$ cat config.mk
export PLATFORM = sky130hd
export DESIGN_NAME = change_monitor
export DESIGN_NICKNAME = d
export VERILOG_FILES = /design/src/rtl/change_monitor_pkg.sv /design/src/rtl/change_fifo.sv /design/src/rtl/change_monitor.sv
export SDC_FILE = /design/constraint.sdc
export NUM_CORES = 1
export LEC_CHECK = 0
export CORE_ASPECT_RATIO = 0.6
export CORE_MARGIN = 2
export CORE_UTILIZATION = 60
export CTS_CLUSTER_DIAMETER = 120
export CTS_CLUSTER_SIZE = 14
export DETAILED_ROUTE_END_ITERATION = 10
export PLACE_DENSITY = 0.82
export SLEW_MARGIN = 20
export SYNTH_ARGS = -nofsm -noshare
export SYNTH_HDL_FRONTEND = slang
export SYNTH_SLANG_ARGS = --single-unit
$ cat constraint.sdc
create_clock -name clk -period 4.9 [get_ports clk]
set_input_delay 1.47 -clock clk [delete_from_list [all_inputs] [get_ports clk]]
set_output_delay 1.47 -clock clk [all_outputs]
set_load 0.01 [all_outputs]
$ cat src/rtl/change_monitor_pkg.sv
// change_monitor_pkg: shared types and constants for the change monitor.
//   mon_state_e : monitor FSM states
//   DROP_MAX    : saturation value of the dropped-record counter
//   rec_width() : width of one {timestamp, value} record
package change_monitor_pkg;

    typedef enum logic [1:0] {
        IDLE  = 2'd0,
        PRIME = 2'd1,
        RUN   = 2'd2
    } mon_state_e;

    localparam logic [7:0] DROP_MAX = 8'd255;

    function automatic int rec_width(input int ts_w, input int data_w);
        return ts_w + data_w;
    endfunction

endpackage

$ cat src/rtl/change_fifo.sv
// change_fifo: synchronous first-word-fall-through FIFO.
//   clk, rst_n : clock, async active-low reset (empties the FIFO)
//   push       : write push_data this cycle (accepted when not full, or
//                when full and a pop happens in the same cycle)
//   pop        : remove the head entry (ignored when empty)
//   full/empty : occupancy flags
//   head_data  : current head entry, valid while empty is low
module change_fifo #(
    parameter int WIDTH = 24,
    parameter int DEPTH = 8
) (
    input  logic             clk,
    input  logic             rst_n,
    input  logic             push,
    input  logic [WIDTH-1:0] push_data,
    input  logic             pop,
    output logic             full,
    output logic             empty,
    output logic [WIDTH-1:0] head_data
);

    localparam int AW = $clog2(DEPTH);

    // One extra pointer bit distinguishes full from empty when the indices match.
    logic [AW:0]      wr_ptr_r;
    logic [AW:0]      rd_ptr_r;
    logic [WIDTH-1:0] mem_r [DEPTH];
    logic             do_push_s;
    logic             do_pop_s;

    // Occupancy flags and the effective push/pop qualifiers.
    always_comb begin
        empty     = (wr_ptr_r == rd_ptr_r);
        full      = (wr_ptr_r[AW] != rd_ptr_r[AW]) &&
                    (wr_ptr_r[AW-1:0] == rd_ptr_r[AW-1:0]);
        do_pop_s  = pop && !empty;
        do_push_s = push && (!full || do_pop_s);
        head_data = mem_r[rd_ptr_r[AW-1:0]];
    end

    // Pointer update; reset empties the FIFO.
    always_ff @(posedge clk or negedge rst_n) begin
        if (!rst_n) begin
            wr_ptr_r <= {(AW+1){1'b0}};
            rd_ptr_r <= {(AW+1){1'b0}};
        end else begin
            if (do_push_s) begin
                wr_ptr_r <= wr_ptr_r + {{AW{1'b0}}, 1'b1};
            end
            if (do_pop_s) begin
                rd_ptr_r <= rd_ptr_r + {{AW{1'b0}}, 1'b1};
            end
        end
    end

    // Storage array; contents are only observed through the pointers.
    always_ff @(posedge clk) begin
        if (do_push_s) begin
            mem_r[wr_ptr_r[AW-1:0]] <= push_data;
        end
    end

endmodule

$ cat src/rtl/change_monitor.sv
// change_monitor: records every value change of a watched net with a cycle
// timestamp and queues the records for a downstream reader.
//   clk, rst_n          : clock, async active-low reset
//   enable              : monitoring on while high
//   watch               : observed net
//   clear               : pulse clearing overflow and drop_cnt
//   out_valid/out_ready : valid/ready handshake on the head record
//   out_ts, out_data    : head record, forced to 0 while out_valid is low
//   overflow            : sticky, set when a record was dropped
//   drop_cnt            : dropped records, saturating at 255
module change_monitor
    import change_monitor_pkg::*;
#(
    parameter int DATA_W = 8,
    parameter int TS_W   = 16,
    parameter int DEPTH  = 8
) (
    input  logic              clk,
    input  logic              rst_n,
    input  logic              enable,
    input  logic [DATA_W-1:0] watch,
    input  logic              clear,
    output logic              out_valid,
    input  logic              out_ready,
    output logic [TS_W-1:0]   out_ts,
    output logic [DATA_W-1:0] out_data,
    output logic              overflow,
    output logic [7:0]        drop_cnt
);

    localparam int REC_W = rec_width(TS_W, DATA_W);

    mon_state_e        state_r;
    logic [TS_W-1:0]   ts_r;
    logic [DATA_W-1:0] prev_r;
    logic              overflow_r;
    logic [7:0]        drop_cnt_r;
    logic              push_s;
    logic              pop_s;
    logic              drop_s;
    logic              full_s;
    logic              empty_s;
    logic [REC_W-1:0]  head_s;

    // Free-running timestamp, independent of enable.
    always_ff @(posedge clk or negedge rst_n) begin
        if (!rst_n) begin
            ts_r <= {TS_W{1'b0}};
        end else begin
            ts_r <= ts_r + TS_W'(1);
        end
    end

    // Monitor FSM. PRIME always loads prev so a re-enable starts a fresh log.
    always_ff @(posedge clk or negedge rst_n) begin
        if (!rst_n) begin
            state_r <= IDLE;
            prev_r  <= {DATA_W{1'b0}};
        end else begin
            case (state_r)
                IDLE: begin
                    state_r <= enable ? PRIME : IDLE;
                end
                PRIME: begin
                    prev_r  <= watch;
                    state_r <= enable ? RUN : IDLE;
                end
                RUN: begin
                    if (!enable) begin
                        state_r <= IDLE;
                    end else if (watch != prev_r) begin
                        prev_r <= watch;
                    end
                end
                default: begin
                    state_r <= IDLE;
                end
            endcase
        end
    end

    // Capture decision, handshake and drop detection.
    always_comb begin
        case (state_r)
            PRIME:   push_s = 1'b1;
            RUN:     push_s = enable && (watch != prev_r);
            default: push_s = 1'b0;
        endcase
        pop_s  = !empty_s && out_ready;
        drop_s = push_s && full_s && !pop_s;
    end

    // Drop accounting; a drop in the same cycle as clear restarts the count at 1.
    always_ff @(posedge clk or negedge rst_n) begin
        if (!rst_n) begin
            overflow_r <= 1'b0;
            drop_cnt_r <= 8'd0;
        end else if (drop_s) begin
            overflow_r <= 1'b1;
            if (clear) begin
                drop_cnt_r <= 8'd1;
            end else if (drop_cnt_r != DROP_MAX) begin
                drop_cnt_r <= drop_cnt_r + 8'd1;
            end
        end else if (clear) begin
            overflow_r <= 1'b0;
            drop_cnt_r <= 8'd0;
        end
    end

    change_fifo #(
        .WIDTH (REC_W),
        .DEPTH (DEPTH)
    ) u_fifo (
        .clk       (clk),
        .rst_n     (rst_n),
        .push      (push_s),
        .push_data ({ts_r, watch}),
        .pop       (pop_s),
        .full      (full_s),
        .empty     (empty_s),
        .head_data (head_s)
    );

    // Outputs come straight from registered state; the head is masked while empty.
    always_comb begin
        out_valid = !empty_s;
        if (empty_s) begin
            {out_ts, out_data} = {REC_W{1'b0}};
        end else begin
            {out_ts, out_data} = head_s;
        end
        overflow = overflow_r;
        drop_cnt = drop_cnt_r;
    end

endmodule
### After elaboration in Yosys (flattened, before gate mapping)

Memories as Yosys holds them, arrays and structs flattened.
Index checks and enable logic that the tools add are counted.

| storage, ports and cells | value |
|---|---|
| memories kept | 1 |
| logic and storage cells | 57 |
| input bits | 13 |
| bits in registers | 43 |
| output and inout port bits | 34 |
| RAM bits | 192 |

Memories:

| memory | words | bits a word | read ports | clocked after Yosys merged registers in | wr ports | line | RTL |
|---|---|---|---|---|---|---|---|
| u_fifo.mem_r | 8 | 24 | 1 | 0 | 1 | change_fifo.sv:27 | `logic [WIDTH-1:0] mem_r [DEPTH];` |

| cells by class | value |
|---|---|
| equality and inequality tests | 10 |
| add/sub/neg operators | 4 |
| reduce and logical (&&, ||, !) cells | 17 |
| mux-type cells | 18 |

Operator list:

| operator | count |
|---|---|
| $mux 8 | 7 |
| $add 16x1->16 const B | 1 |
| $mux 16 | 1 |
| $pmux 8 s2 | 1 |
| $add 4x1->4 const B | 2 |
| $add 8x1->8 const B | 1 |
| $ne 8x8->1 | 1 |
| $ne 8x8->1 const B | 1 |
| $logic_and 1x1->1 | 7 |
| $ne 2x2->1 const B | 3 |
| $pmux 2 s3 | 1 |
| $reduce_bool 2->1 | 3 |
| $mux 1 | 5 |
| $eq 4x4->1 | 1 |
| $mux 2 | 2 |
| $eq 3x3->1 | 1 |
| $logic_not 1->1 | 3 |
| $reduce_and 3->1 | 1 |
| $eq 2x1->1 const B | 1 |
| $eq 2x2->1 const B | 1 |
| $logic_not 2->1 | 1 |
| $pmux 1 s2 | 1 |
| $reduce_and 2->1 | 1 |
| $logic_or 1x1->1 | 1 |
| $ne 1x1->1 | 1 |

### Logic depth before layout (Yosys ltp)

Gate-level depths: netlist of the first run.

| logic depth | value |
|---|---|
| depth after elaboration | 8 |
| mapped depth | 8 |
| gate-level depth less buffers | 7 |

### Modules after synthesis

From an unflattened synthesis of the first run, not the netlist that was laid out.

| unflattened totals | value |
|---|---|
| cell total of the unflattened synthesis | 514 |
| area, all modules | 9794.4 um^2 |

By module, submodules not included:

| module | seq. area each (um^2) | area an instance (um^2) | cells an instance | times used |
|---|---|---|---|---|
| change_fifo | 5965.7 | 7951.4 | 336 | 1 |
| change_monitor | 875.8 | 1843.0 | 178 | 1 |

### Worst setup path after synthesis of the first run

Ideal clock, no wire load.

| timing | value |
|---|---|
| path kind | input -> register |
| from | input port watch[3] |
| to | memory u_fifo.mem_r[1][0] (enable) |
| library setup time | 0.475 ns |
| data arrival time | 4.847 ns |
| slack | -0.422 ns |
| stages on the path | 7 |
| required time | 4.425 ns |
| path through | xor2_1 -> nor4_1 -> a21oi_2 -> o21a_1 -> nand2b_1 -> buf_2 -> nor4b_1 |

| on the way | value |
|---|---|
| cells in the longest elaborated chain, start to end | 6 |

RTL lines:

| item | line | RTL |
|---|---|---|
| start, declared | change_monitor.sv:21 | `input logic [DATA_W-1:0] watch,` |
| $ne 8x8->1 | change_monitor.sv:86 | `RUN: push_s = enable && (watch != prev_r);` |
| $logic_and 1x1->1 | change_monitor.sv:86 |  |
| $pmux 1 s2 | change_monitor.sv:84 | `case (state_r)` |
| $logic_and 1x1->1 | change_fifo.sv:37 | `do_push_s = push && (!full \|\| do_pop_s);` |
| $mux 1 | change_fifo.sv:58 | `if (do_push_s) begin` |
| $mux 1 (not written as such) | change_fifo.sv:59 | `mem_r[wr_ptr_r[AW-1:0]] <= push_data;` |
| end, declared | change_fifo.sv:27 |  |

No other way between the ends.

### Worst setup path in the final report of the first run

| timing | value |
|---|---|
| from | register u_fifo.rd_ptr_r[1] |
| to | output port out_data[1] |

| on the way | value |
|---|---|
| cells in the longest elaborated chain, start to end | 2 |

RTL lines:

| item | line | RTL |
|---|---|---|
| start, declared | change_fifo.sv:26 | `logic [AW:0] rd_ptr_r;` |
| start signal, assigned | change_fifo.sv:45 | `rd_ptr_r <= {(AW+1){1'b0}};` |
| start signal, assigned | change_fifo.sv:51 | `rd_ptr_r <= rd_ptr_r + {{AW{1'b0}}, 1'b1};` |
| $mem_v2 8x24 / $eq 4x4->1 (equally long branches) | -- |  |
| $mux 8 (*) | change_monitor.sv:128 | `if (empty_s) begin` |
| end, declared | change_monitor.sv:26 | `output logic [DATA_W-1:0] out_data,` |

Mark *: on every way between the ends. The rest lies on a longest branch, timed or not.

==> results.md, run 1 <==
* Maxcap violations at 0
* Design Area, Final at 0.0108 mm^2
* Final setup TNS at 0 ns
* Chip Width at 166 um
* Number of hold buffers added after cts at 0
* CTS root buffer: clkbuf_16
* Nets at 583
* Routed wire per std cell at around 23 um
* Power Density at 528 mW/mm^2
* Worst Setup EP: out_data[1]
* Initial antenna violation count at 0
* Synth async-reset ratio at 18.3%
* Ports at 47
* R2R Path End: u_fifo.mem_r[1][6]
* Synth Net Count at 522
* Final core occ at a little over two thirds
* DR DRC count at 0
* Reg2reg path depth at 6
* DR vias at around 4800
* CTS clk-pin slew, worst paths at 0.07 ns
* GRT Residual Overflow at 0
* Primary FF master, synth: edfxtp_1
* Resize count post-CTS at 0
* TritonCTS Sinks at between 200 and 250
* Drt pass-1 iters at 5
* DR iter-0 viols at ~440
* FF-to-FF Start: u_fifo.rd_ptr_r[1]
* Layout cells sized above 1 at 20.1%
* Worst skew pair latency at approximately 0.5 ns
* Worst EP required at 3.43 ns
* Die Ht at around 100 um
* Row count at 35
* Tcrit/Tclk final at 91.1%
* Antenna cells at 0
* CP endpoint kind: output port
* Fin. max-slew vios at 0
* Area growth syn-to-layout at 14.5%
* Sequential share of power at 44.3%
* Final Hold Fails at 0
* Syn Inst Count at ~500
* Achievable frequency at between 200 and 250 MHz
* CTS max path bufs at 3
* Worst hold margin at 0.495 ns
* Die ar. at around 0.017 mm^2
* Post-synth top area share at 61.0%
* Final Power at 5.71 mW
* Largest net degree at the start of global routing at 44
* H-Tree Depth at 1
* First-pass GRT wire length at 28300 um
* Cell area after synthesis at 0.00945 mm^2
* CP Launch Type: flip-flop
* Placed Area at 0.0102 mm^2
* TritonCTS clock tree: built
* Switching share of total power at between 20% and 30%
* #FFs+latches synth at approximately 240
* Routability cong. at 0.776
* EDFF count, synth at 192
* Final setup fails at 0
* Seq/Total Area, Yosys at between 70% and 80%
* Fin crit period at 4.46 ns
* Total wire length at about 18000 um
* Synth unique cells at 40
* Reg-to-reg slack, setup at 2.01 ns
* Net Switching at 1.65 mW
* Worst min-delay path class: reg2reg
* Pint at 4.06 mW
* Vias per cell at 6.10
* Area leader, netlist: edfxtp_1
* Run status: complete, no violations
* CP startpoint: u_fifo.rd_ptr_r[1]
* Worst-path fanout max at 41
* Top post-synthesis cells by area: edfxtp_1 61%, mux4_2 11%, dfrtp_1 11%
* Cts bufs inserted at 20
* Max VDD drop at 0.320 mV
* Number of I/O port buffers at 46
* Core area at 0.0154 mm^2
* Antenna Violating Nets Remaining at 0
* RSZ-0062 raised after global routing: false
* Combinational power share at between 30% and 40%
* Relative slew slack at 25.2%
* Clk pwr share at 25.3%
* Post-Syn Area per Cell at 18.8 um^2
* Crit Path Category: reg2out
* Yosys warns at 0
* Total GRT Usage at 22.5%
* Number of global-route vias before repair at 4784
* Worst Clk Skew at approximately 0.011 ns
* Arr. time, crit path at 2.99 ns
* Pleak at 3.74 nW
* Layout fillers at between 900 and 1000
* Initial core utilization at 61.5%
* HPWL Detailed at ~11000 um
* Post-CTS Setup Bufs at 0
* Least-Margin Pin Slew at 1.12 ns
[metrics by stage]
| stage | setup WS [ns] | std cells |
|---|---|---|
| 6_report | 0.436 | 780 |
| 5_1_grt | 0.323 | 780 |
| 4_1_cts | 0.388 | 780 |
| 3_5_place_dp | 0.426 | 744 |
| 3_3_place_gp | 0.638 | 744 |
| 2_1_floorplan | -0.178 | 502 |
[how the worst min path moves through the flow]
stage	cells past startpoint	to	start	slack, ns
after global placement	1	u_fifo.wr_ptr_r[3]	u_fifo.wr_ptr_r[3]	0.47
after CTS	1	u_fifo.wr_ptr_r[3]	u_fifo.wr_ptr_r[3]	0.49
after detailed placement	1	u_fifo.wr_ptr_r[3]	u_fifo.wr_ptr_r[3]	0.48
after global routing	1	u_fifo.wr_ptr_r[3]	u_fifo.wr_ptr_r[3]	0.51
after floorplan	1	u_fifo.rd_ptr_r[3]	u_fifo.rd_ptr_r[3]	0.46
final	1	u_fifo.wr_ptr_r[3]	u_fifo.wr_ptr_r[3]	0.50
[final cells by class]
class	instances	area (um^2)	area share [%]
timing repair buffer	63	598	5.53
tap	203	254	2.35
clock buffer	35	578	5.34
clock inverter	1	5.00	0.0463
multi-input combinational	234	2500	23.1
inverter	9	33.8	0.312
sequential	235	6850	63.3
[worst max-delay path: stages, from the launching register on]
cell	delay (ns)
dfrtp_2	1.10
mux4_2	0.42
mux2i_1	0.41
nor2_1	0.07
clkdlybuf4s50_1	0.49
[power by group through the flow]
stage,Sequential (mW),Combinational (mW),Clock [mW]
after global placement,2.56,1.72,0
after detailed placement,2.57,1.75,0
final,2.53,1.74,1.44
after CTS,2.53,1.77,1.47
after global routing,2.55,1.87,1.54
after floorplan,2.36,1.24,0
[routing by layer]
layer	vias up	share of wire [%]	routed length, um	track usage (%)
li1	2101	-	-	-
met1	2489	45	8240	34.4
met2	147	47	8600	35.5
met3	22	5.8	1050	4.14
met4	0	1.2	219	3.68
met5	-	0	0	0
[logic make-up (layout without fill, tap and decap cells)]
kind of cell	count (synthesis)	in the layout	synth area share, %
flops	235	235	72.4
simple gates	95	95	5.23
compound gates	16	16	1.07
buf+inv	33	108	1.76
fa+ha+maj	7	7	0.927
mux	84	84	15.4
xor+xnor	32	32	3.20
[registers in the layout (all words and copies together), names as in the netlist]
name,count
ts_r,16
u_fifo.mem_r,192
u_fifo.wr_ptr_r,4
overflow,1
state_r,2
prev_r,8
drop_cnt,8
u_fifo.rd_ptr_r,4
[synthesized netlist by cell type, types with 6 or more instances]
library cell	n
edfxtp_1	192
mux4_2	48
dfrtp_1	43
nor2_1	32
mux2i_1	26
xnor2_1	15
xor2_1	14
nand3_1	11
buf_2	10
clkbuf_1	10
nand2_1	10
inv_1	9
mux2_2	9
ha_1	7
nor3_1	7
nor4_1	7
and3_1	6
nand4_1	6
[placed cells by master, fill, tap and decap left out, types with 3 or more instances in the layout]
| master | instances |
|---|---|
| nand3_1 | 11 |
| nand2_1 | 10 |
| ha_1 | 7 |
| nor2b_1 | 3 |
| nor4_1 | 3 |
| a21oi_1 | 4 |
| mux4_2 | 48 |
| edfxtp_1 | 192 |
| dfrtp_1 | 41 |
| clkbuf_16 | 21 |
| a31oi_1 | 3 |
| mux2_2 | 9 |
| nand4_1 | 6 |
| and3_1 | 6 |
| nor2_1 | 31 |
| xnor2_1 | 15 |
| xnor2_2 | 3 |
| nor3_1 | 5 |
| mux2i_1 | 26 |
| xor2_1 | 14 |
| inv_1 | 9 |
| nor4_2 | 4 |
| buf_4 | 17 |
| clkdlybuf4s50_1 | 45 |
| nand2b_1 | 3 |
| clkbuf_1 | 14 |
Power figures use the tool's default switching activity.
==> run 2, diff against run 1 <==
Settings changed: CAP_MARGIN from default to 20, SKIP_CTS_REPAIR_TIMING from default to 1.
==> results of run 2 <==
No change in the layout: final DEF, timing and power equal those of run 1.
==> edit (flow settings as in run 1) <==
Change the parameter `DATA_W` from 8 to 6.
--- a/src/rtl/change_monitor.sv
+++ b/src/rtl/change_monitor.sv
@@ -13,3 +13,3 @@
 #(
-    parameter int DATA_W = 8,
+    parameter int DATA_W = 6,
     parameter int TS_W   = 16,
Interface: changed (resized out_data and watch); port bits go from 47 to 43. The function was not compared with the original's and may differ.
==> edit against run 1 <==
  * Worst setup slack better by 0.26 ns
  * Via count is 2.2% lower
  * Design area is 6.6% lower
  * Area after synthesis is 6.3% lower
  * Total power is 8.8% lower
  * Clock power is 6% lower
  * Wire length is 5.6% lower
  * Sequential cell count is 18 lower
  * Synthesized cell count is 4.0% lower
==> edit: results (changes against run 1) <==
Placed design
  • Placement Cell Area: 9560 um^2 (-6.6%)
  • Placed cell count: 716 (-3.8%)
  • # port buffers: 42 (-8.7%)
  • GPL Wtd Cong: 0.865 (+12%)
  • Worst Setup Slack post-DPL: 0.636 ns (+0.210 ns)
  • Detailed placement HPWL: 10100 um (-5.5%)

Finish
  • # diodes: 0 (unchanged)
  • Layout Cells excl Fill: 750 (-3.8%)
  • Share of post-route cells with drive strength above 1: 0.196 (-0.00539)
  • Largest register FFs: 176 (-8.3%)
  • Final Net Count: 557 (-4.5%)

Synthesis
  • Post-synth EDFFs: 176 (-8.3%)
  • Ys async rst share: 0.189 (+0.00596)
  • Synthesized net count: 500 (-4.2%)
  • Cell variety after synth: 45 (+13%)
  • Mapped Cells: 482 (-4.0%)
  • Sequential share of the synthesized area: 0.713 (-0.0113)
  • Area contributors post-synth: edfxtp_1, dfrtp_1, mux4_2
  • Post-synth top cells: edfxtp_1, mux4_2, dfrtp_1, nor2_1, mux2i_1

Hold path
  • Hold EP: u_fifo.rd_ptr_r[3]
  • Hold path start: u_fifo.rd_ptr_r[3]
  • Hold Path Class: register to register

Global routing
  • Global-route wire length before repair: 26500 um (-6.5%)
  • Total global-route track usage: 0.224 (-0.000898)
  • Largest net degree at the start of global routing: 48 (+9.1%)

Setup path
  • Worst r2r dst: u_fifo.mem_r[6][2]
  • Crit path largest cell delay: 0.58 ns (-0.52 ns)
  • CP top delay family: buffers and inverters
  • R2r worst-path depth: 8 (+2)
  • Crit path max-delay cell type: dfrtp_1
  • Critical Path Fanout Max: 18 (-56%)
  • CP endpoint: out_ts[15]
  • Worst r2r src: state_r[1]
  • CP Data Arrival Time: 2.73 ns (-0.26 ns)
  • Flop-to-flop setup slack: 2.19 ns (+0.18 ns)
  • Critical path startpoint: u_fifo.wr_ptr_r[0]

Clocking
  • Num CTS Buffers: 19 (-5.0%)
  • Root Driver: clkbuf_16
  • Clock Pin Slew Worst Setup and Hold Paths: 0.07 ns (about the same)
  • Post-cts resize count: 0 (unchanged)
  • Clk_lat worst skew: 0.49 ns (about the same)
  • Setup Buffers After CTS: 0 (unchanged)

Power
  • Switching Power: 1.53 mW (-6.9%)
  • Sequential share of power: 0.427 (-0.016)
  • Pwr Density: 516 nW/um^2 (-2.3%)
  • Leak Pwr: 3.40 nW (-9.1%)
  • Worst VDD drop: 401 uV (+25%)
  • Comb pwr: 1.63 mW (-6%)

Routing
  • Via count: 4655 (-2.2%)
  • Pre-Repair DR Iteration Count: 5 (unchanged)
  • Iter 0 DRT Violations: 467 (+5.2%)
  • WL per Instance: 22.8 um (-1.8%)

Timing
  • Hold slack: 0.511 ns (+0.0163 ns)
  • Worst slew pin tran: 0.688 ns (-0.433 ns)
  • Final Skew: 0.0259 ns (+0.0146 ns)
  • Final Cycle Share: 0.858 (-0.0533)

Outcome
  • Status: complete, no violations
-- edit: routing by layer --
metal / up-vias / wire (um) / global-route usage
met5: - / 0 / 0
met4: 0 / 244 / 0.0371
met3: 30 / 1150 / 0.0395
met2: 175 / 7840 / 0.343
met1: 2449 / 7870 / 0.352
li1: 2001 / - / -
-- edit: cells by family (layout without fill, tap and decap cells) --
family	after synthesis	in the layout	share of synthesized area
buffers and inverters	31	101	0.0182
flip-flops	217	217	0.713
XOR/XNOR	30	30	0.0314
multiplexers	77	77	0.151
AO/OA/AOI/OAI	22	22	0.0187
adder cells (fa/ha/maj)	7	7	0.00989
AND/OR/NAND/NOR	98	98	0.0584
-- edit: final cells by class --
cell class | instances | area [um^2]
repair buffers | 56 | 548
well taps | 198 | 248
inverters | 11 | 41.3
multi-input cells | 234 | 2410
fillers | 910 | 4360
clock buffers | 32 | 524
flip-flops and latches | 217 | 6310
clock inverters | 2 | 17.5
